===== config.mk =====
export PLATFORM = sky130hd
export DESIGN_NAME = ms_tick_timer_flat
export DESIGN_NICKNAME = d
export VERILOG_FILES = /design/src/rtl/ms_tick_timer_if.sv /design/src/rtl/ms_tick_timer.sv /design/src/flat_wrapper.sv
export SDC_FILE = /design/constraint.sdc
export NUM_CORES = 1
export LEC_CHECK = 0
export CORE_MARGIN = 5
export CORE_UTILIZATION = 40
export DETAILED_ROUTE_END_ITERATION = 6
export GPL_ROUTABILITY_DRIVEN = 0
export PLACE_DENSITY = 0.6
export REMOVE_ABC_BUFFERS = 1
export SLEW_MARGIN = 20
export SYNTH_ARGS = -nofsm -noshare
export SYNTH_HDL_FRONTEND = slang
export SYNTH_SLANG_ARGS = --single-unit

===== constraint.sdc =====
create_clock -name clk -period 3.1 [get_ports clk]
set_input_delay 0.775 -clock clk [delete_from_list [all_inputs] [get_ports clk]]
set_output_delay 0.775 -clock clk [all_outputs]
set_load 0.005 [all_outputs]

===== src/rtl/ms_tick_timer_if.sv =====
`default_nettype none
//== ms_tick_timer_if: control/status bundle between ms_tick_timer and its user ==
//== Rev 1.0 ==
interface ms_tick_timer_if #(
    parameter int CNT_W = 16
);
    logic             demo_mode;
    logic             start;
    logic             stop;
    logic             clear;
    logic             oneshot;
    logic [CNT_W-1:0] timeout_ms;
    logic             tick;
    logic             expire;
    logic             running;
    logic             done;
    logic [CNT_W-1:0] elapsed_ms;
    logic             overflow;

    modport slave (
        input  demo_mode, start, stop, clear, oneshot, timeout_ms,
        output tick, expire, running, done, elapsed_ms, overflow
    );

    modport master (
        output demo_mode, start, stop, clear, oneshot, timeout_ms,
        input  tick, expire, running, done, elapsed_ms, overflow
    );
endinterface
`default_nettype wire


===== src/rtl/ms_tick_timer.sv =====
`default_nettype none
//== ms_tick_timer: 1 ms prescaler, elapsed-ms counter and start/stop/clear timeout FSM ==
//== Rev 1.0 ==
module ms_tick_timer #(
    parameter int REAL_DIV = 50000,
    parameter int DEMO_DIV = 50,
    parameter int PRE_W    = 16,
    parameter int CNT_W    = 16
) (
    input  logic           clk,
    input  logic           reset,
    ms_tick_timer_if.slave bus
);
    typedef enum logic [1:0] {
        S_IDLE  = 2'd0,
        S_RUN   = 2'd1,
        S_PAUSE = 2'd2,
        S_DONE  = 2'd3
    } state_t;

    localparam logic [PRE_W-1:0] REAL_TERM = PRE_W'(REAL_DIV - 1);
    localparam logic [PRE_W-1:0] DEMO_TERM = PRE_W'(DEMO_DIV - 1);

    state_t           state_q;
    logic [PRE_W-1:0] pre_q;
    logic [CNT_W-1:0] elapsed_q;
    logic [CNT_W-1:0] timeout_q;
    logic             oneshot_q;
    logic             tick_q;
    logic             expire_q;
    logic             running_q;
    logic             done_q;
    logic             overflow_q;

    logic [PRE_W-1:0] term_d;
    logic             pre_end_d;
    logic [CNT_W-1:0] n_d;
    logic             hit_d;

    // >= rather than == so a REAL->DEMO switch mid-count wraps immediately.
    always_comb begin
        term_d    = bus.demo_mode ? REAL_TERM : DEMO_TERM;
        pre_end_d = (pre_q >= term_d);
        n_d       = elapsed_q + CNT_W'(1);
        hit_d     = (timeout_q != '0) && (n_d == timeout_q);
    end

    always_ff @(posedge clk) begin
        if (reset) begin
            state_q    <= S_IDLE;
            pre_q      <= '0;
            elapsed_q  <= '0;
            timeout_q  <= '0;
            oneshot_q  <= 1'b0;
            tick_q     <= 1'b0;
            expire_q   <= 1'b0;
            running_q  <= 1'b0;
            done_q     <= 1'b0;
            overflow_q <= 1'b0;
        end else begin
            tick_q   <= 1'b0;
            expire_q <= 1'b0;
            case (state_q)
                S_IDLE, S_DONE: begin
                    pre_q <= '0;
                    if (bus.clear) begin
                        state_q   <= S_IDLE;
                        elapsed_q <= '0;
                        running_q <= 1'b0;
                        done_q    <= 1'b0;
                    end else if (bus.start) begin
                        state_q    <= S_RUN;
                        timeout_q  <= bus.timeout_ms;
                        oneshot_q  <= bus.oneshot;
                        elapsed_q  <= '0;
                        overflow_q <= 1'b0;
                        running_q  <= 1'b1;
                        done_q     <= 1'b0;
                    end
                end
                S_RUN: begin
                    if (bus.clear) begin
                        state_q   <= S_IDLE;
                        elapsed_q <= '0;
                        pre_q     <= '0;
                        running_q <= 1'b0;
                    end else if (bus.stop && !bus.start) begin
                        state_q   <= S_PAUSE;
                        running_q <= 1'b0;
                    end else if (pre_end_d) begin
                        pre_q  <= '0;
                        tick_q <= 1'b1;
                        if (hit_d) begin
                            expire_q <= 1'b1;
                            if (oneshot_q) begin
                                elapsed_q <= n_d;
                                state_q   <= S_DONE;
                                running_q <= 1'b0;
                                done_q    <= 1'b1;
                            end else begin
                                elapsed_q <= '0;
                            end
                        end else begin
                            elapsed_q <= n_d;
                            if ((timeout_q == '0) && (n_d == '0)) begin
                                overflow_q <= 1'b1;
                            end
                        end
                    end else begin
                        pre_q <= pre_q + PRE_W'(1);
                    end
                end
                S_PAUSE: begin
                    if (bus.clear) begin
                        state_q   <= S_IDLE;
                        elapsed_q <= '0;
                        pre_q     <= '0;
                    end else if (bus.start) begin
                        state_q   <= S_RUN;
                        running_q <= 1'b1;
                    end
                end
                default: state_q <= S_IDLE;
            endcase
        end
    end

    assign bus.tick       = tick_q;
    assign bus.expire     = expire_q;
    assign bus.running    = running_q;
    assign bus.done       = done_q;
    assign bus.elapsed_ms = elapsed_q;
    assign bus.overflow   = overflow_q;
endmodule
`default_nettype wire


===== src/flat_wrapper.sv =====
// flat-port wrapper written by rule: the top's interface ports become plain ports
module ms_tick_timer_flat 
#(
    parameter int REAL_DIV = 50000,
    parameter int DEMO_DIV = 50,
    parameter int PRE_W    = 16,
    parameter int CNT_W    = 16
)
  (clk, reset, bus_demo_mode, bus_start, bus_stop, bus_clear, bus_oneshot, bus_timeout_ms, bus_tick, bus_expire, bus_running, bus_done, bus_elapsed_ms, bus_overflow);
  ms_tick_timer_if #(.CNT_W(CNT_W)) bus_i ();
  input  logic clk;
  input  logic reset;
  input wire logic [$bits(bus_i.demo_mode)-1:0] bus_demo_mode;
  input wire logic [$bits(bus_i.start)-1:0] bus_start;
  input wire logic [$bits(bus_i.stop)-1:0] bus_stop;
  input wire logic [$bits(bus_i.clear)-1:0] bus_clear;
  input wire logic [$bits(bus_i.oneshot)-1:0] bus_oneshot;
  input wire logic [$bits(bus_i.timeout_ms)-1:0] bus_timeout_ms;
  output wire logic [$bits(bus_i.tick)-1:0] bus_tick;
  output wire logic [$bits(bus_i.expire)-1:0] bus_expire;
  output wire logic [$bits(bus_i.running)-1:0] bus_running;
  output wire logic [$bits(bus_i.done)-1:0] bus_done;
  output wire logic [$bits(bus_i.elapsed_ms)-1:0] bus_elapsed_ms;
  output wire logic [$bits(bus_i.overflow)-1:0] bus_overflow;
  assign bus_i.demo_mode = bus_demo_mode;
  assign bus_i.start = bus_start;
  assign bus_i.stop = bus_stop;
  assign bus_i.clear = bus_clear;
  assign bus_i.oneshot = bus_oneshot;
  assign bus_i.timeout_ms = bus_timeout_ms;
  assign bus_tick = bus_i.tick;
  assign bus_expire = bus_i.expire;
  assign bus_running = bus_i.running;
  assign bus_done = bus_i.done;
  assign bus_elapsed_ms = bus_i.elapsed_ms;
  assign bus_overflow = bus_i.overflow;
  ms_tick_timer #(.REAL_DIV(REAL_DIV), .DEMO_DIV(DEMO_DIV), .PRE_W(PRE_W), .CNT_W(CNT_W)) u_core (.clk(clk), .reset(reset), .bus(bus_i));
endmodule

==> flow_metrics.py, run 1 <==
metrics = {
    "sta": {
        "slew_headroom_pct": 60.0,
        "hold_violations": 0,
        "worst_pin_slew_ps": 599,
        "min_period_ps": 2980,
        "timing.fmax_mhz": 335,
        "finalCritPeriodShare_pct": 96.2,
        "rsz0062_at_grt": "no",
        "setup_viol": 0,
        "skew_ps": 4.66,
        "drv_slew": 0,
    },
    "global_routing": {
        "grt_overflow_total": 0,
        "grt_pass1_vias": 3689,
        "grt_pass1_wl_mm": 18.0,
        "grt.total_usage_pct": 19.3,
        "antenna_found_initial": 0,
        "grt_max_degree": 25,
    },
    "flow_run": {
        "cap_violations": 0,
    },
    "power_and_ir_drop": {
        "power.leakage_nw": 1.69,
        "power.total_mw": 1.40,
        "p_per_area_nw_per_um2": 309,
        "vdd_ir_drop_max_uv": 230,
    },
    "die": {
        "initial_core_util_pct": 40.5,
        "fp.dieW_microns": 106,
        "fp.dieH_microns": 106,
        "die_area_sq_um": 11200,
        "ios": 44,
        "num_rows": 35,
        "core_area_sq_um": 9110,
    },
    "setup_path": {
        "startpoint_type": "input port",
        "cp_slowest_stage_delay_ps": 470,
        "crit_required_ps": 3310,
        "cpMaxStageDelayCell": "clkdlybuf4s50_1",
        "path_cells": "clkdlybuf4s50_1 -> inv_1 -> ha_1 -> a21o_1 -> o21a_1 -> o21ai_0 -> o211ai_4 -> and3_4 -> buf_4 -> a32o_1",
        "cp_max_fo": 18,
        "worst_setup_path_end_kind": "register",
        "crit_arrival_ps": 3200,
        "critPathKind": "in2reg",
    },
    "logic_synthesis": {
        "syn_inst": 477,
        "synthFlopType": "dfxtp_1",
        "ys_ff_latch": 56,
        "avgSynthCellArea_sq_um": 7.73,
        "synth.area.top_cells": "dfxtp_1 30%, nand2_1 7.6%, xnor2_1 5.2%",
        "synth_top_cell_by_area": "dfxtp_1",
        "async_flop_share_pct": 0,
        "synth_top_area_share_pct": 30.4,
        "synth_cell_types": 64,
        "yosysSeqAreaShare_pct": 30.4,
        "netlist_area_sq_um": 3690,
        "synth_edf_count": 0,
        "ys_top_cells_by_count": "75 x nand2_1, 56 x dfxtp_1, 49 x nor2_1",
        "yosys_warnings": 0,
        "synth.most_common_cell": "nand2_1",
    },
    "layout": {
        "drive_above_1_share_pct": 11.2,
        "final_area_sq_um": 4540,
        "fin_nets": 573,
        "fill_cells": 901,
        "utilization_pct": 49.9,
        "syn_to_final_growth_pct": 23.3,
        "antennaDiodeCount": 0,
    },
    "detailed_routing": {
        "route.detailed.drc": 0,
        "antenna_left": 0,
        "drtIter0Drc": 221,
        "drt-total-wl_mm": 10.5,
        "drt-pass1-iter-count": 5,
        "viasPerCell": 5.75,
        "wire_per_inst_microns": 16.3,
        "via_count": 3719,
    },
    "clocking": {
        "clk_path_buf_depth": 2,
        "cts_hold_buf": 0,
        "clockRootBuffer": "clkbuf_8",
        "clk_pin_slew_ps": 100,
        "h-tree-depth": 2,
        "clk_latency_ps": 310,
        "numCtsBuffers": 5,
        "cts_tree": "yes",
        "cts_sinks": 56,
    },
    "place": {
        "dp_hpwl_mm": 8.22,
        "port_buffers": 43,
        "post_dp_cell_area_sq_um": 4390,
    },
    "status": {
        "status": "finished, final reports clean",
    },
    "min_path": {
        "hp-class": "reg2reg",
    },
}
## registers in the layout (all words and copies together) (netlist names)
signal,cells
u_core.state_q,2
u_core.bus.elapsed_ms,16
u_core.pre_q,16
u_core.oneshot_q,1
u_core.bus.expire,1
u_core.bus.done,1
u_core.bus.running,1
u_core.bus.overflow,1
u_core.bus.tick,1
u_core.timeout_q,16
## worst max-delay path, delay by kind of cell
family	cells	cell delay (ps)
AND/OR/NAND/NOR	1	220
adder cells (fa/ha/maj)	1	330
buffers and inverters	3	770
AO/OA/AOI/OAI	5	1090
## layer usage
layer  track usage, %  share of wire (%)  routed length [microns]
met5                0                  0                        0
met4             5.74                2.1                      226
met3             4.37                6.1                      639
met2             31.9                 46                     4850
met1             25.0                 46                     4830
## placed cells by master (no fill, tap or decap), drive strengths merged, types with 13 or more instances in the layout
| master | count |
|---|---|
| xnor2 | 22 |
| nand3 | 24 |
| ha | 15 |
| buf | 35 |
| dfxtp | 56 |
| clkdlybuf4s50 | 43 |
| nor2 | 49 |
| nand4 | 14 |
| inv | 13 |
| a21oi | 25 |
| xor2 | 17 |
| nor3 | 15 |
| nand2 | 76 |
## path summary, 6_finish.rpt
kind / from / end / slack, ps / cells after the start
max: bus_demo_mode / u_core.bus.elapsed_ms[1] / 120 / 10
min: u_core.timeout_q[7] / u_core.timeout_q[7] / 500 / 2
max reg2reg: u_core.bus.elapsed_ms[9] / u_core.bus.elapsed_ms[5] / 310 / 9
min reg2reg: u_core.timeout_q[7] / u_core.timeout_q[7] / 500 / 2
## power by group
group / internal (mW) / switching, mW
Combinational: 0.0827 / 0.0856
Clock: 0.241 / 0.248
Sequential: 0.732 / 0.0147
## area by class of cell
type                            count  area (sq um)  share of cell area (%)
Clock buffer                        6          72.6                    1.60
Sequential cell                    56          1120                    24.7
Tap cell                          111           139                    3.06
Clock inverter                      2          35.0                   0.771
Inverter                           13          48.8                    1.07
Multi-Input combinational cell    381          2420                    53.2
Timing Repair Buffer               78           709                    15.6
## metrics by stage
stage / setup slack, ps / hold WS, ps / instances / TNS (ps)
final: 117 / 495 / 647 / 0
after detailed placement: -324 / 482 / 638 / -6560
after CTS: 9.96 / 497 / 646 / 0
after floorplan: 106 / 439 / 450 / 0
after global placement: -171 / 467 / 638 / -1810
after global routing: 0.480 / 519 / 647 / 0
## cell families after synthesis
family / count (synthesis) / share of synthesized area, %
AO/OA/AOI/OAI: 100 / 18.7
adder cells (fa/ha/maj): 15 / 5.09
flip-flops: 56 / 30.4
multiplexers: 2 / 0.543
AND/OR/NAND/NOR: 225 / 30.6
XOR/XNOR: 39 / 9.47
buffers and inverters: 40 / 5.19
## repair_timing
action                                  in CTS  in global routing
endpoints found under the setup margin       0                 28
resized for setup                            0                  8
setup buffers                                0                  1
No activity file was read; power rests on OpenSTA's default activity.
==> inputs of run 2 (changes only) <==
Settings changed: CELL_PAD_IN_SITES_DETAIL_PLACEMENT set to 0, CELL_PAD_IN_SITES_GLOBAL_PLACEMENT set to 1, PLACE_DENSITY 0.6 to 0.78, SKIP_CTS_REPAIR_TIMING set to 1.
==> run 2 against run 1 <==
Effect of this change:
- sequential share of layout area up 0.16 points
- register-to-register slack worse by 70 ps
- critical path type unchanged
- largest cell class unchanged
- critical path depth up 1
- clock power down 13%
- final area down 0.55%
- utilization down 0.27 points
==> flow_metrics.py, run 2 (same netlist as run 1, synthesis figures left out) <==
metrics = {
    "detailed_routing": {
        "viasPerCell": 5.61,
        "via_count": 3655,
        "drt-pass1-iter-count": 5,
        "drt-total-wl_mm": 10.5,
        "wire_per_inst_microns": 16.1,
        "antenna_left": 0,
        "route.detailed.drc": 0,
        "drtIter0Drc": 148,
    },
    "place": {
        "dp_hpwl_mm": 8.27,
        "post-place-ws_ps": -118,
        "dp.cells": 643,
        "port_buffers": 43,
    },
    "die": {
        "fp.dieH_microns": 106,
        "fp.dieW_microns": 106,
        "die_area_sq_um": 11200,
        "num_rows": 35,
        "initial_core_util_pct": 40.5,
        "core_area_sq_um": 9110,
        "ios": 44,
    },
    "setup_path": {
        "r2r-start": "u_core.bus.elapsed_ms[9]",
        "path_cells": "clkdlybuf4s50_1 -> inv_1 -> buf_4 -> ha_1 -> a211o_1 -> a21oi_1 -> o211ai_2 -> and3_1 -> buf_4 -> a31oi_1 -> o21ai_1",
        "worst_setup_path_end_kind": "register",
        "cpMaxStageDelayCell": "clkdlybuf4s50_1",
        "rrSetupSlack_ps": 240,
        "cp_max_fo": 18,
        "critPathKind": "in2reg",
        "crit_top_cell": "buf_4",
        "cp_slowest_stage_delay_ps": 470,
        "startpoint_type": "input port",
        "crit_arrival_ps": 3110,
        "r2r-end": "u_core.bus.elapsed_ms[15]",
        "crit_required_ps": 3300,
        "rr_worst_depth": 9,
    },
    "power_and_ir_drop": {
        "vdd_ir_drop_max_uv": 174,
        "power.leakage_nw": 1.70,
        "p_per_area_nw_per_um2": 295,
        "power.total_mw": 1.33,
    },
    "status": {
        "status": "finished, final reports clean",
    },
    "global_routing": {
        "grt_pass1_vias": 3520,
        "grt_overflow_total": 0,
        "grt.total_usage_pct": 18.8,
        "grt_max_degree": 23,
        "grt_pass1_wl_mm": 17.6,
        "antenna_found_initial": 0,
    },
    "sta": {
        "timing.fmax_mhz": 344,
        "finalCritPeriodShare_pct": 93.8,
        "fin_ws_ps": 192,
        "slew_headroom_pct": 59.5,
        "rsz0062_at_grt": "no",
        "min_period_ps": 2910,
        "holdWs_ps": 489,
        "skew_ps": 11.6,
        "worst_pin_slew_ps": 606,
        "hold_violations": 0,
        "drv_slew": 0,
        "setup_viol": 0,
    },
    "clocking": {
        "clk_pin_slew_ps": 100,
        "clk_path_buf_depth": 2,
        "clockRootBuffer": "clkbuf_8",
        "clk_latency_ps": 310,
        "h-tree-depth": 2,
        "cts_tree": "yes",
        "cts_sinks": 56,
        "numCtsBuffers": 5,
    },
    "layout": {
        "syn_to_final_growth_pct": 22.6,
        "fin_nets": 577,
        "layout.cells.non_filler": 651,
        "final_cell_mix": "75 x nand2_1, 55 x dfxtp_1, 49 x nor2_1",
        "antennaDiodeCount": 0,
        "drive_above_1_share_pct": 11.1,
        "final_common_cell": "nand2_1",
    },
    "min_path": {
        "hp-class": "reg2reg",
        "hold-path-endpoint": "u_core.timeout_q[14]",
        "hold_depth": 2,
        "hp-start": "u_core.timeout_q[14]",
    },
    "flow_run": {
        "cap_violations": 0,
    },
}
run 2: layout make-up:
type                    count  area, sq um
fillers                   906         4590
multi-input cells         381         2380
flip-flops and latches     56         1120
repair buffers             82          736
well taps                 111          139
clock buffers               7         86.3
inverters                  13         48.8
clock inverters             1         7.51
run 2: per-layer routing:
metal	wire length (microns)	global-route usage, %
met2	4790	30.3
met5	0	0
met4	160	5.09
met1	5080	26.2
met3	432	2.91
run 2: critical path: cells and delay by family:
kind / cells / cell delay, ps
buffers and inverters: 4 / 920
AO/OA/AOI/OAI: 5 / 900
adder cells (fa/ha/maj): 1 / 300
AND/OR/NAND/NOR: 1 / 200
run 2: how the worst max path moves through the flow:
stage	slack, ps	endpoint	depth (start not counted)	from
after floorplan	110	u_core.bus.elapsed_ms[4]	9	bus_demo_mode
after global placement	-60	u_core.bus.elapsed_ms[1]	10	bus_demo_mode
after detailed placement	-120	u_core.bus.elapsed_ms[10]	11	bus_demo_mode
after CTS	180	u_core.bus.elapsed_ms[12]	8	u_core.bus.elapsed_ms[9]
after global routing	20	u_core.bus.elapsed_ms[12]	11	bus_demo_mode
final	190	u_core.bus.elapsed_ms[10]	11	bus_demo_mode
run 2: metrics by stage:
stage	TNS [ps]	cell area [sq um]	util [%]
global route	0	4520	49.6
CTS	0	4520	49.6
detailed placement	-2420	4420	48.6
floorplan	0	3540	-
finish	0	4520	49.6
global placement	-1060	4420	48.6
run 2: report_power, final:
| part | total (mW) | leakage, nW | switching (mW) | internal, mW |
|---|---|---|---|---|
| registers | 0.747 | 0.454 | 0.0149 | 0.732 |
| logic | 0.164 | 1.20 | 0.0829 | 0.0815 |
| clock network | 0.423 | 0.0445 | 0.241 | 0.182 |
| total | 1.33 | 1.70 | 0.338 | 0.996 |
